## src/rtl/if_stage_pkg.sv

```systemverilog
`default_nettype none
// ============================================================================
// Module      : if_stage_pkg
// Description : Shared constants for the instruction-fetch stage: bubble
//               instruction, default reset PC, PC increment and the FSM
//               state encodings used by if_stage.
// Revision    : 1.0 - initial release
// ============================================================================
package if_stage_pkg;

    // addi x0,x0,0 -- architectural no-op used as the IF/ID bubble
    localparam logic [31:0] c_nop_instr = 32'h0000_0013;

    // Default fetch address after reset
    localparam logic [31:0] c_reset_pc  = 32'h0000_0000;

    // Sequential fetch stride (one 32-bit instruction)
    localparam logic [31:0] c_pc_incr   = 32'd4;

    // Fetch FSM state encodings
    localparam int unsigned c_state_w   = 2;
    localparam logic [1:0]  c_st_boot   = 2'd0;
    localparam logic [1:0]  c_st_run    = 2'd1;
    localparam logic [1:0]  c_st_halt   = 2'd2;

endpackage : if_stage_pkg
`default_nettype wire

```

## src/rtl/if_stage_if_id_reg.sv

```systemverilog
`default_nettype none
// ============================================================================
// Module      : if_id_reg
// Description : IF/ID pipeline register holding pc / instr / valid for the
//               decoder. Supports load, hold and flush.
// Ports       : clk, rst      - clock, synchronous active-high reset
//               i_load        - capture i_pc/i_instr, mark valid
//               i_flush       - replace instr by bubble, clear valid, keep pc
//               i_pc, i_instr - fetched PC and instruction word
//               o_pc, o_instr, o_valid - registered IF/ID contents
// Revision    : 1.0 - initial release
// ============================================================================
module if_id_reg
    import if_stage_pkg::*;
#(
    parameter logic [31:0] NOP_INSTR = c_nop_instr
) (
    input  logic        clk,
    input  logic        rst,
    input  logic        i_load,
    input  logic        i_flush,
    input  logic [31:0] i_pc,
    input  logic [31:0] i_instr,
    output logic [31:0] o_pc,
    output logic [31:0] o_instr,
    output logic        o_valid
);

    logic [31:0] r_pc;
    logic [31:0] r_instr;
    logic        r_valid;

    // Flush wins over load so a redirect can never let a wrong-path
    // instruction slip into the decoder.
    always_ff @(posedge clk) begin
        if (rst) begin
            r_pc    <= 32'h0000_0000;
            r_instr <= NOP_INSTR;
            r_valid <= 1'b0;
        end else if (i_flush) begin
            r_instr <= NOP_INSTR;
            r_valid <= 1'b0;
        end else if (i_load) begin
            r_pc    <= i_pc;
            r_instr <= i_instr;
            r_valid <= 1'b1;
        end
    end

    assign o_pc    = r_pc;
    assign o_instr = r_instr;
    assign o_valid = r_valid;

endmodule : if_id_reg
`default_nettype wire

```

## src/rtl/if_stage.sv

```systemverilog
`default_nettype none
// ============================================================================
// Module      : if_stage
// Description : Instruction-fetch stage. Owns the PC (driven to instr_mem,
//               which reads combinationally), registers the returned
//               instruction plus its PC into IF/ID, and handles stall,
//               redirect-with-flush and a sticky misaligned-target fault.
// Ports       : clk, rst                        - clock, sync active-high reset
//               PC                              - fetch address to instr_mem
//               Instruction_Code                - instr_mem read data for PC
//               stall                           - hold PC and IF/ID
//               redirect_valid, redirect_target - taken branch/jump
//               if_id_pc, if_id_instr, if_id_valid - IF/ID contents
//               fetch_fault, fault_pc           - sticky misaligned-target flag
// Revision    : 1.0 - initial release
// ============================================================================
module if_stage
    import if_stage_pkg::*;
#(
    parameter logic [31:0] RESET_PC  = c_reset_pc,
    parameter logic [31:0] NOP_INSTR = c_nop_instr
) (
    input  logic        clk,
    input  logic        rst,
    output logic [31:0] PC,
    input  logic [31:0] Instruction_Code,
    input  logic        stall,
    input  logic        redirect_valid,
    input  logic [31:0] redirect_target,
    output logic [31:0] if_id_pc,
    output logic [31:0] if_id_instr,
    output logic        if_id_valid,
    output logic        fetch_fault,
    output logic [31:0] fault_pc
);

    logic [c_state_w-1:0] r_state;
    logic [c_state_w-1:0] w_state_next;

    logic [31:0] r_pc;
    logic        r_fault;
    logic [31:0] r_fault_pc;

    logic w_misaligned;
    logic w_pc_redirect;   // load PC from redirect_target
    logic w_pc_incr;       // advance PC sequentially
    logic w_load;          // capture fetch into IF/ID
    logic w_flush;         // bubble IF/ID
    logic w_fault_set;     // record misaligned target

    assign w_misaligned = redirect_valid && (redirect_target[1:0] != 2'b00);

    // ------------------------------------------------------------------
    // State register
    // ------------------------------------------------------------------
    always_ff @(posedge clk) begin
        if (rst) begin
            r_state <= c_st_boot;
        end else begin
            r_state <= w_state_next;
        end
    end

    // ------------------------------------------------------------------
    // Next-state logic
    // ------------------------------------------------------------------
    always_comb begin
        w_state_next = r_state;
        case (r_state)
            c_st_boot: w_state_next = w_misaligned ? c_st_halt : c_st_run;
            c_st_run:  w_state_next = w_misaligned ? c_st_halt : c_st_run;
            c_st_halt: w_state_next = c_st_halt;
            default:   w_state_next = c_st_halt;
        endcase
    end

    // ------------------------------------------------------------------
    // Output / control decode
    // Redirect takes priority over stall. BOOT never fetches: it only
    // spends the instr_mem init cycle, optionally absorbing a redirect.
    // ------------------------------------------------------------------
    always_comb begin
        w_pc_redirect = 1'b0;
        w_pc_incr     = 1'b0;
        w_load        = 1'b0;
        w_flush       = 1'b0;
        w_fault_set   = 1'b0;
        case (r_state)
            c_st_boot: begin
                if (redirect_valid) begin
                    w_flush = 1'b1;
                    if (w_misaligned) begin
                        w_fault_set = 1'b1;
                    end else begin
                        w_pc_redirect = 1'b1;
                    end
                end
            end
            c_st_run: begin
                if (redirect_valid) begin
                    w_flush = 1'b1;
                    if (w_misaligned) begin
                        w_fault_set = 1'b1;
                    end else begin
                        w_pc_redirect = 1'b1;
                    end
                end else if (!stall) begin
                    w_load    = 1'b1;
                    w_pc_incr = 1'b1;
                end
            end
            default: begin
                // HALT: everything frozen until reset
            end
        endcase
    end

    // ------------------------------------------------------------------
    // PC and fault registers (PC+4 wraps naturally at 32 bits)
    // ------------------------------------------------------------------
    always_ff @(posedge clk) begin
        if (rst) begin
            r_pc       <= RESET_PC;
            r_fault    <= 1'b0;
            r_fault_pc <= 32'h0000_0000;
        end else begin
            if (w_pc_redirect) begin
                r_pc <= redirect_target;
            end else if (w_pc_incr) begin
                r_pc <= r_pc + c_pc_incr;
            end
            if (w_fault_set) begin
                r_fault    <= 1'b1;
                r_fault_pc <= redirect_target;
            end
        end
    end

    // ------------------------------------------------------------------
    // IF/ID pipeline register
    // ------------------------------------------------------------------
    if_id_reg #(
        .NOP_INSTR (NOP_INSTR)
    ) u_if_id_reg (
        .clk     (clk),
        .rst     (rst),
        .i_load  (w_load),
        .i_flush (w_flush),
        .i_pc    (r_pc),
        .i_instr (Instruction_Code),
        .o_pc    (if_id_pc),
        .o_instr (if_id_instr),
        .o_valid (if_id_valid)
    );

    assign PC          = r_pc;
    assign fetch_fault = r_fault;
    assign fault_pc    = r_fault_pc;

endmodule : if_stage
`default_nettype wire

```

## config.mk

```make
export PLATFORM = sky130hd
export DESIGN_NAME = if_stage
export DESIGN_NICKNAME = d
export VERILOG_FILES = /design/src/rtl/if_stage_pkg.sv /design/src/rtl/if_stage_if_id_reg.sv /design/src/rtl/if_stage.sv
export SDC_FILE = /design/constraint.sdc
export NUM_CORES = 1
export LEC_CHECK = 0
export ABC_AREA = 1
export CAP_MARGIN = 25
export CORE_MARGIN = 1.5
export CORE_UTILIZATION = 45
export CTS_CLUSTER_SIZE = 40
export DETAILED_ROUTE_END_ITERATION = 8
export PLACE_DENSITY = 0.88
export SYNTH_ARGS = -nofsm -noshare
export SYNTH_HDL_FRONTEND = slang
export SYNTH_HIERARCHICAL = 1
export SYNTH_SLANG_ARGS = --single-unit
```

## constraint.sdc

```tcl
create_clock -name clk -period 2.3 [get_ports clk]
set_input_delay 0.46 -clock clk [delete_from_list [all_inputs] [get_ports clk]]
set_output_delay 0.46 -clock clk [all_outputs]
set_load 0.02 [all_outputs]
```

# After elaboration in Yosys (flattened, before gate mapping)
# Index checks and enable logic that the tools add are counted.
# word_totals
regBits	132
inputBits	68
word_cells	35
# op_classes
add_sub_neg	1
eq_ne	1
n_mux	15
bitwise_logic	2
reduce_logical	8
# ops
cell	count
$mux W32	2
$add A32 B3 Y32 const B	1
$mux W1	11
$reduce_or A2 Y1	3
$mux W2	2
$reduce_bool A2 Y1	2
$eq A2 B1 Y1 const B	1
$logic_not A2 Y1	1
$not A1 Y1	2
$reduce_and A2 Y1	1
$logic_and A1 B1 Y1	1

# Longest topological paths before layout
# depth
word_depth	6
mapped_depth	10
depth_no_buf	10

# Cells and area by module
# The synthesis kept the hierarchy.
# by_module_without_submodules
module	n_inst	cells_each	area_each_um2	seq_area_each_um2
if_stage	1	535	3553.4	1341.3
if_id_reg	1	351	2499.9	1301.2

# Worst setup path after synthesis
# No wires, ideal clock.
# synth_path
path_kind	input port to flip-flop
startpoint	input port redirect_valid
endpoint	register u_if_id_reg.r_pc[10], in the netlist u_if_id_reg/o_pc[10]
t_arrival_ns	1.582
setup_slack_ns	0.654
stages	8
path_buffers	2
path_cell_list	inv_1 > nor2_4 > buf_1 > inv_1 > buf_2 > nand3_1 > nand2_1 > nor2_1
# synth_between
elab_chain_len	4
elab_cells_between_ends	6
classes_between	mux (4); bitwise (1); reduce/logical (1)
# synth_rtl
element	line_no	source
start: declaration	if_stage.sv:28	input logic redirect_valid,
$mux W1	if_stage.sv:90, if_stage.sv:100	
$mux W1	n/a	
net w_flush	if_stage.sv:48	logic w_flush;
$not A1 Y1 (no line)	n/a	
$reduce_and A2 Y1 (no line)	n/a	
end signal: assignment	if_stage_if_id_reg.sv:44	r_pc <= i_pc;
end: declaration	if_stage_if_id_reg.sv:29	logic [31:0] r_pc;
# The timed path passes the listed nets, and every way through them passes these cells.
# A chain may end at the register's enable or synchronous reset.

# Final worst setup path
# layout_path
startpoint	register r_pc[15], in the netlist PC[15]
endpoint	output port PC[15]
# layout_lines
element	line_no	source
start: declaration	if_stage.sv:40	logic [31:0] r_pc;
start signal: assignment	if_stage.sv:128	r_pc <= redirect_target;
start signal: assignment	if_stage.sv:130	r_pc <= r_pc + c_pc_incr;
end: declaration	if_stage.sv:25	output logic [31:0] PC,
# No word-level cell between the ends.

==> impl_metrics.json <==
{
  "status": "complete, no violations",
  "min_path_type": "register to register",
  "drv_slew": 0,
  "post_cts_resized": 0,
  "drt_wl_total_mm": 18.0,
  "ioPinCount": 198,
  "critPathKind": "register to output pin",
  "synth_area_leader_cell": "dfxtp_1",
  "drt_iter0_drc": 451,
  "path_delay_family": "buffers and inverters",
  "crit_start": "PC[15]",
  "routedWlPerCell_um": 14.2,
  "max_freq_ghz": 0.474,
  "ant_nets": 0,
  "power_density_nw_per_um2": 660,
  "die_h_um": 119,
  "htreeDepth": 4,
  "grt-ovfl-total": 0,
  "worst_slack_ns": 0.189,
  "cts_buffer_depth": 2,
  "critical-path-slowest-cell": "clkdlybuf4s50_1",
  "crit_chain": "clkdlybuf4s50_1",
  "synth_top_area_share_pct": 43.7,
  "drive_above_1_share_pct": 8.02,
  "synth_cell_types": 31,
  "grt_max_degree": 46,
  "cts_root_buffer": "clkbuf_16",
  "core_area_um2": 13200,
  "num_vias": 6300,
  "maxCapViolations": 0,
  "num_antenna_cells": 0,
  "synthToLayoutAreaGrowth_pct": 45.0,
  "rsz0062_at_grt": "false",
  "register_area_um2": 2640,
  "design.die.area_um2": 14200,
  "crit_buf_inv": 1,
  "ir_worst_vdd_mv": 0.455,
  "nNetsFinal": 1142,
  "relSlewSlack_pct": 35.6,
  "row_count": 42,
  "grt_pass1_vias": 5848,
  "finalCoreUtilization_pct": 66.5,
  "period_share_pct": 91.8,
  "syn_area_per_cell_um2": 6.83,
  "synthTopCellsByArea": "dfxtp_1 (44%), nand2_1 (17%), nand3_1 (7.4%), a21oi_1 (6.9%), nor2_1 (6.3%)",
  "endpoint_kind": "output pin",
  "port_buffers": 197,
  "synth-seq-cells": 132,
  "worstPathMaxFanout": 6,
  "cts_buffers": 17,
  "worst-slew-pin-transition_ns": 0.964,
  "worstReg2RegStart": "PC[2]",
  "mappedNetlistArea_um2": 6050,
  "worstPathArrival_ns": 1.65,
  "setup_viol": 0,
  "regToRegSetupSlack_ns": 0.53,
  "holdBufCountCts": 0,
  "multiInputGateArea_um2": 2850,
  "worstPathRequired_ns": 1.84,
  "dp_slack_ns": 0.178,
  "grt_usage_pct": 25.5,
  "via_per_inst": 5.00,
  "min_from": "u_if_id_reg/o_instr[4]",
  "cts.sink_count": 132,
  "yosys_warnings": 6,
  "cts.clk_slew.worst_paths_ns": 0.06,
  "syn_inst": 886,
  "drcViolationCount": 0,
  "grt_pass1_wl_mm": 29.2,
  "seq_area_frac_synth_pct": 43.7,
  "hold_viol_final": 0,
  "synth_nets": 955,
  "finalPower_uw": 5790,
  "clk_latency_ns": 0.42,
  "postCtsSetupRepairBufs": 0,
  "startpoint_type": "register",
  "antenna_found_initial": 0,
  "fillers": 1078,
  "first_pass_iters": 5,
  "critical_path.max_stage_delay_ns": 0.71,
  "place.gp.congestion": 0.904,
  "die_w_um": 119,
  "dp_hpwl_mm": 12.5,
  "cts_tree": "yes",
  "whs_ns": 0.456,
  "period_needed_ns": 2.11,
  "leakage_uw": 0.00328,
  "start_util_pct": 45.9,
  "tns_ns": 0,
  "skew_ns": 0.00974
}
[cell type report]
class,instances,area share (%)
Clock buffer,22,5.52
Clock inverter,9,1.17
Inverter,89,3.81
Multi-Input combinational cell,619,32.4
Sequential cell,132,30.1
Tap cell,176,2.51
Timing Repair Buffer,214,24.4
[per-stage QoR]
| stage | std cells | area, µm² |
|---|---|---|
| after CTS | 1261 | 8780 |
| after detailed placement | 1230 | 8190 |
| after global placement | 1230 | 8190 |
| final | 1261 | 8780 |
| after global routing | 1261 | 8780 |
| after floorplan | 886 | 6050 |
[cell usage in the layout (no fill, tap or decap), types with 13 or more instances in the layout]
master / Yosys / routed
a21oi_1: 83 / 83
buf_4: 8 / 13
clkbuf_16: 0 / 17
clkdlybuf4s50_1: 0 / 196
dfxtp_1: 132 / 132
inv_1: 85 / 84
nand2_1: 271 / 271
nand3_1: 90 / 90
nor2_1: 101 / 101
o21ai_0: 13 / 13
[flip-flops by register name, summed over array words and instances, names as in the netlist]
| name | flops |
|---|---|
| fetch_fault | 1 |
| u_if_id_reg/o_pc | 32 |
| fault_pc | 32 |
| u_if_id_reg/o_valid | 1 |
| r_state | 2 |
| u_if_id_reg/o_instr | 32 |
| PC | 32 |
[Yosys cell counts (all sizes together)]
master,number
ha,1
nor3,2
nand2,282
buf,35
and2,3
a21oi,85
xor2,9
clkbuf,11
o21bai,1
o211ai,1
nor2,118
inv,89
o21ai,17
dfxtp,132
nand4,1
xnor2,4
nand3,90
a31oi,5
[path summary, 6_finish.rpt]
kind                                          endpoint  cells past startpoint
worst min-delay path            u_if_id_reg/o_instr[4]                      2
worst max-delay path                            PC[15]                      1
worst min register to register  u_if_id_reg/o_instr[4]                      2
worst max register to register                  PC[26]                     10
[metal layers]
layer | up-vias | wire (µm) | GRT usage [%]
met1 | 2861 | 7810 | 33.7
met5 | - | 0 | 0
met2 | 257 | 8400 | 40.3
met3 | 42 | 1240 | 5.41
met4 | 0 | 505 | 10.6
li1 | 3140 | - | -
[power by group]
part / internal, µW / switching [µW] / leakage [µW]
sequential: 2360 / 66.7 / 0.00107
combinational: 323 / 370 / 0.00193
clock: 1690 / 972 / 0.000284
total: 4380 / 1410 / 0.00328
[logic make-up after synthesis]
kind of cell	synth area share, %
simple gates	35.3
fa+ha+maj	0.207
buf+inv	9.30
compound gates	9.32
xor+xnor	2.25
flops	43.7
Note: power is estimated with default switching activity, not from simulation.
